==> config.mk <==
export PLATFORM = sky130hd
export DESIGN_NAME = logic_unit_pipe
export DESIGN_NICKNAME = d
export VERILOG_FILES = /design/src/rtl/logic_unit_pkg.sv /design/src/rtl/logic_pipe_stage.sv /design/src/rtl/logic_unit_pipe.sv
export SDC_FILE = /design/constraint.sdc
export NUM_CORES = 1
export LEC_CHECK = 0
export ABC_AREA = 0
export BUFFER_PORTS_ARGS = -buffer_cell sky130_fd_sc_hd__buf_2
export CORE_MARGIN = 5
export CORE_UTILIZATION = 57
export DETAILED_ROUTE_END_ITERATION = 16
export HOLD_SLACK_MARGIN = 0.12
export PLACE_DENSITY = 0.84
export SYNTH_ARGS = -nofsm -noshare
export SYNTH_HDL_FRONTEND = slang
export SYNTH_SLANG_ARGS = --single-unit
==> constraint.sdc <==
create_clock -name clk -period 3.45 [get_ports clk]
set_clock_uncertainty 0.15 [all_clocks]
set_input_delay 0.5175 -clock clk [delete_from_list [all_inputs] [get_ports clk]]
set_output_delay 0.5175 -clock clk [all_outputs]
set_load 0.01 [all_outputs]
==> src/rtl/logic_unit_pkg.sv <==
// Shared op encodings, statistics width and the per-bit op evaluation for the
// pipelined logic unit.
package logic_unit_pkg;

  localparam logic [1:0] OP_AND  = 2'b00;
  localparam logic [1:0] OP_OR   = 2'b01;
  localparam logic [1:0] OP_XOR  = 2'b10;
  localparam logic [1:0] OP_NAND = 2'b11;

  localparam int unsigned STAT_W = 16;

  // Evaluated one bit at a time so the unit can use any WIDTH without padding.
  function automatic logic logic_eval(input logic [1:0] op, input logic a, input logic b);
    logic r;
    case (op)
      OP_AND:  r = a & b;
      OP_OR:   r = a | b;
      OP_XOR:  r = a ^ b;
      default: r = ~(a & b);
    endcase
    return r;
  endfunction

endpackage

==> src/rtl/logic_pipe_stage.sv <==
// One valid/data register of the logic unit pipeline. It loads whenever it is
// empty or its contents are moving downstream in the same cycle.
module logic_pipe_stage #(
  parameter int unsigned DW = 9
) (
  input  logic          clk,
  input  logic          rst_n,
  input  logic          v_i,
  input  logic [DW-1:0] d_i,
  input  logic          adv_i,
  output logic          v_o,
  output logic [DW-1:0] d_o,
  output logic          adv_o
);

  logic          v_q, v_d;
  logic [DW-1:0] d_q, d_d;

  assign adv_o = ~v_q | adv_i;
  assign v_o   = v_q;
  assign d_o   = d_q;

  always_comb begin
    v_d = v_q;
    d_d = d_q;
    if (adv_o) begin
      v_d = v_i;
      if (v_i) d_d = d_i;
    end
  end

  always_ff @(posedge clk or negedge rst_n) begin
    if (!rst_n) begin
      v_q <= 1'b0;
      d_q <= '0;
    end else begin
      v_q <= v_d;
      d_q <= d_d;
    end
  end

endmodule

==> src/rtl/logic_unit_pipe.sv <==
// Pipelined WIDTH-bit AND/OR/XOR/NAND unit with valid/ready flow control.
// Define LOGIC_STATS_EN to add the saturating op_count transfer counter port.
module logic_unit_pipe
  import logic_unit_pkg::*;
#(
  parameter int unsigned WIDTH  = 8,
  parameter int unsigned STAGES = 2
) (
  input  logic             clk,
  input  logic             rst_n,
  input  logic             in_valid,
  output logic             in_ready,
  input  logic [1:0]       op,
  input  logic [WIDTH-1:0] a,
  input  logic [WIDTH-1:0] b,
  output logic             out_valid,
  input  logic             out_ready,
  output logic [WIDTH-1:0] out,
  output logic             out_zero
`ifdef LOGIC_STATS_EN
  ,
  output logic [STAT_W-1:0] op_count
`endif
);

  localparam int unsigned DW = WIDTH + 1;

  logic [WIDTH-1:0] res;
  logic             vin  [STAGES];
  logic [DW-1:0]    din  [STAGES];
  logic             vq   [STAGES];
  logic [DW-1:0]    dq   [STAGES];
  logic             rdy  [STAGES+1];

  always_comb begin
    res = '0;
    for (int unsigned i = 0; i < WIDTH; i++) res[i] = logic_eval(op, a[i], b[i]);
  end

  // The zero flag travels with the data so it stays aligned through stalls.
  assign rdy[STAGES] = out_ready;

  for (genvar k = 0; k < STAGES; k++) begin : g_stage
    if (k == 0) begin : g_head
      assign vin[k] = in_valid;
      assign din[k] = {~|res, res};
    end else begin : g_body
      assign vin[k] = vq[k-1];
      assign din[k] = dq[k-1];
    end

    logic_pipe_stage #(.DW(DW)) u_stage (
      .clk   (clk),
      .rst_n (rst_n),
      .v_i   (vin[k]),
      .d_i   (din[k]),
      .adv_i (rdy[k+1]),
      .v_o   (vq[k]),
      .d_o   (dq[k]),
      .adv_o (rdy[k])
    );
  end

  assign in_ready  = rdy[0];
  assign out_valid = vq[STAGES-1];
  assign out       = dq[STAGES-1][WIDTH-1:0];
  assign out_zero  = dq[STAGES-1][WIDTH];

`ifdef LOGIC_STATS_EN
  logic [STAT_W-1:0] cnt_q, cnt_d;

  always_comb begin
    cnt_d = cnt_q;
    if (out_valid && out_ready && !(&cnt_q)) cnt_d = cnt_q + 1'b1;
  end

  always_ff @(posedge clk or negedge rst_n) begin
    if (!rst_n) cnt_q <= '0;
    else        cnt_q <= cnt_d;
  end

  assign op_count = cnt_q;
`endif

endmodule

==> metrics <==
routed via count=1,009; CP Capture Point=in_ready; total clock buffers created by CTS=3; largest family of logic cells by synthesized area=adder cells; post-synthesis compound-gate area fraction=12.2%; Cell Rows=17; initial core utilization=60.3%; Pint=0.443 mW; vias per inst=5.20; worst setup path start=g_stage[1].u_stage.v_o$_DFFE_PN0P_; crit path kind=flip-flop to primary output; Clock Latency Late Sink=0.29 ns; area grow syn2layout=13.9%; Seq/Total Area, Yosys=37.2%; initial antenna violation count=0; clk sink count=20; Comb power frac=29.6%; clock period minus worst slack=1.65 ns; Worst Min Path Start=in_valid; number of global-route vias before repair=991; Clock Tree Root=clkbuf_4; First DRT Iteration DRCs=12; Final Hold Viols=0; drt total wl=2.28 mm; core area=0.00223 sq mm; maximum clock path buffer count=2; Die W=58.6 um; GRT Total Usage=14.7%; Psw=0.181 mW; Reg2Reg Launch Point=g_stage[1].u_stage.v_o$_DFFE_PN0P_; CP Data Arrival Time=0.98 ns; Worst path max stage delay=0.41 ns; final cell count without fillers=194; pre-CTS WS=1.50 ns; Max VDD drop=236 uV; Final Slew Violations=0; DRT Pass-1 Iters=4; Post-Synth Simple-Gate Area=12.2%; placed cells=189; Placed Area=0.00149 sq mm; run status=completed; Final Setup Violations=0; Worst Path Max Fanout=3; r2r worst-path depth=4; Mapped Cells=135; switch share=29.0%; Crit-path slowest cell=dfrtp_1; Die Y-Extent=58.6 um; post-synthesis adder-cell area fraction=14.9%; worst-margin pin slew=0.417 ns; fraction of layout cells with a size suffix above 1=33.1%; # H-tree levels=1; fin crit share=47.7%; Placer Congestion=0.732; Yosys reg bits=20; Worst-path clk slew=0.10 ns; Slew headroom=72.2%; Pwr Density=406 mW/mm^2; Clock Power Share=20.9%; met1 WL=979 um; Final ANT Viol Nets=0; Hold/Removal Path Class=input pin to flip-flop; total negative slack=0 ns; R2R Path End=g_stage[0].u_stage.d_o[8]$_DFFE_PN0P_; WL met3=155 um; final instance area=0.00153 sq mm; first-pass GRT wire length=4.00 mm; Layout Nets=205; fmax=607 MHz; Syn. warnings=0; Die ar.=0.00343 sq mm; DPL Wire Length=1.91 mm; met2 wire length=1.10 mm; port bufs=32; largest net degree at the start of global routing=28; Pleak=0.783 nW; post-synthesis mux area share=14.1%; CTS tree=built; CP Cell Sequence=nand3b_1 > buf_2; Max Cap Viol=0; Worst R2R Setup Slack=1.95 ns; Setup crit end kind=primary output; Flop pwr share=49.5%; cell area after synthesis=0.00135 sq mm; total power=0.623 mW; Syn Nets=173; post-route setup slack=1.80 ns; DRC viols=0; ant diodes=0; Distinct cells, synth=28; Post-Synth XOR/XNOR Area=0%; DR top layer=met4; CP Launch Type=flip-flop; I/O pin count=33; grt total ovfl=0; DR WL/cell=11.8 um; Mean Syn Cell Area=9.97 sq um; critical path data required time=2.78 ns; RSZ-0062 raised after global routing=false
[cell families (layout without fill, tap and decap cells)]
logic type | after synthesis | after routing
fa+ha+maj | 16 | 16
compound gates | 27 | 27
flops | 20 | 20
simple gates | 30 | 30
mux | 17 | 17
buf+inv | 25 | 56
[stage by stage]
step                      hold slack [ns]  util [%]
after global placement              0.314      66.6
after floorplan                    0.0719         -
after global routing                0.262      68.7
after CTS                           0.281      68.7
after detailed placement            0.326      66.6
final                               0.282      68.7
[Yosys cell counts, drive strengths merged]
master	n	area, sq um
a211oi	2	20.0
a21boi	1	7.51
a21oi	5	25.0
a31o	1	8.76
and2	1	6.26
buf	6	53.8
dfrtp	20	500
ha	16	200
inv	19	73.8
mux2	16	180
mux2i	1	10.0
nand2	11	41.3
nand2b	4	25.0
nand3b	1	7.51
nor2	2	7.51
nor2b	9	56.3
nor3	1	5.00
nor4b	1	15.0
o211ai	2	15.0
o21ai	12	60.1
o22ai	2	12.5
o31ai	2	15.0
[power by group through the flow]
stage | logic [mW] | registers [mW] | clock network (mW)
2_1_floorplan | 0.107 | 0.325 | 0
3_3_place_gp | 0.177 | 0.310 | 0
3_5_place_dp | 0.187 | 0.315 | 0
4_1_cts | 0.188 | 0.309 | 0.132
5_1_grt | 0.207 | 0.317 | 0.145
6_report | 0.184 | 0.309 | 0.130
[critical path, delay by kind of cell (launching register included)]
family | cells | cell delay, ns
flip-flops | 1 | 0.41
buffers and inverters | 1 | 0.15
AND/OR/NAND/NOR | 1 | 0.13
[cells in the final DEF, fill, tap and decap left out, types with 2 or more instances in the layout]
master	count
buf_2	32
dfrtp_1	20
inv_1	18
mux2_2	16
ha_1	16
nand2_1	11
o21ai_0	9
nor2b_1	9
a21oi_1	5
nand2b_1	4
o21ai_1	3
clkbuf_4	3
nor2_1	2
o211ai_1	2
o31ai_1	2
o22ai_1	2
[registers in the layout (all words and copies together) (netlist names)]
name                 count
g_stage.u_stage.d_o     18
g_stage.u_stage.v_o      2
[cell type report]
cell class / instances / area [sq um]
Clock buffer: 4 / 36.3
Fill cell: 188 / 699
Inverter: 19 / 73.8
Multi-Input combinational cell: 90 / 718
Sequential cell: 20 / 500
Tap cell: 28 / 35.0
Timing Repair Buffer: 33 / 170
[how the worst min path moves through the flow]
| stage | cells past startpoint | end | slack [ns] |
|---|---|---|---|
| global placement | 2 | g_stage[0].u_stage.d_o[7]$_DFFE_PN0P_ | 0.31 |
| finish | 2 | g_stage[0].u_stage.v_o$_DFFE_PN0N_ | 0.28 |
| CTS | 2 | g_stage[0].u_stage.v_o$_DFFE_PN0N_ | 0.28 |
| floorplan | 0 | g_stage[0].u_stage.d_o[0]$_DFFE_PN0P_ | 0.07 |
| global route | 2 | g_stage[0].u_stage.v_o$_DFFE_PN0N_ | 0.26 |
| detailed placement | 1 | g_stage[1].u_stage.d_o[6]$_DFFE_PN0P_ | 0.33 |
[what timing repair did]
item	CTS	global route
resized for setup	0	0
endpoints found under the hold margin	20	0
hold buffers	1	0
buffers inserted	0	0
[layer usage]
| metal | GRT usage [%] | vias to the layer above |
|---|---|---|
| met5 | 0 | - |
| met1 | 17.9 | 460 |
| met4 | 5.83 | 0 |
| met2 | 26.2 | 33 |
| li1 | - | 512 |
| met3 | 1.97 | 4 |
No activity file was read; power rests on OpenSTA's default activity.
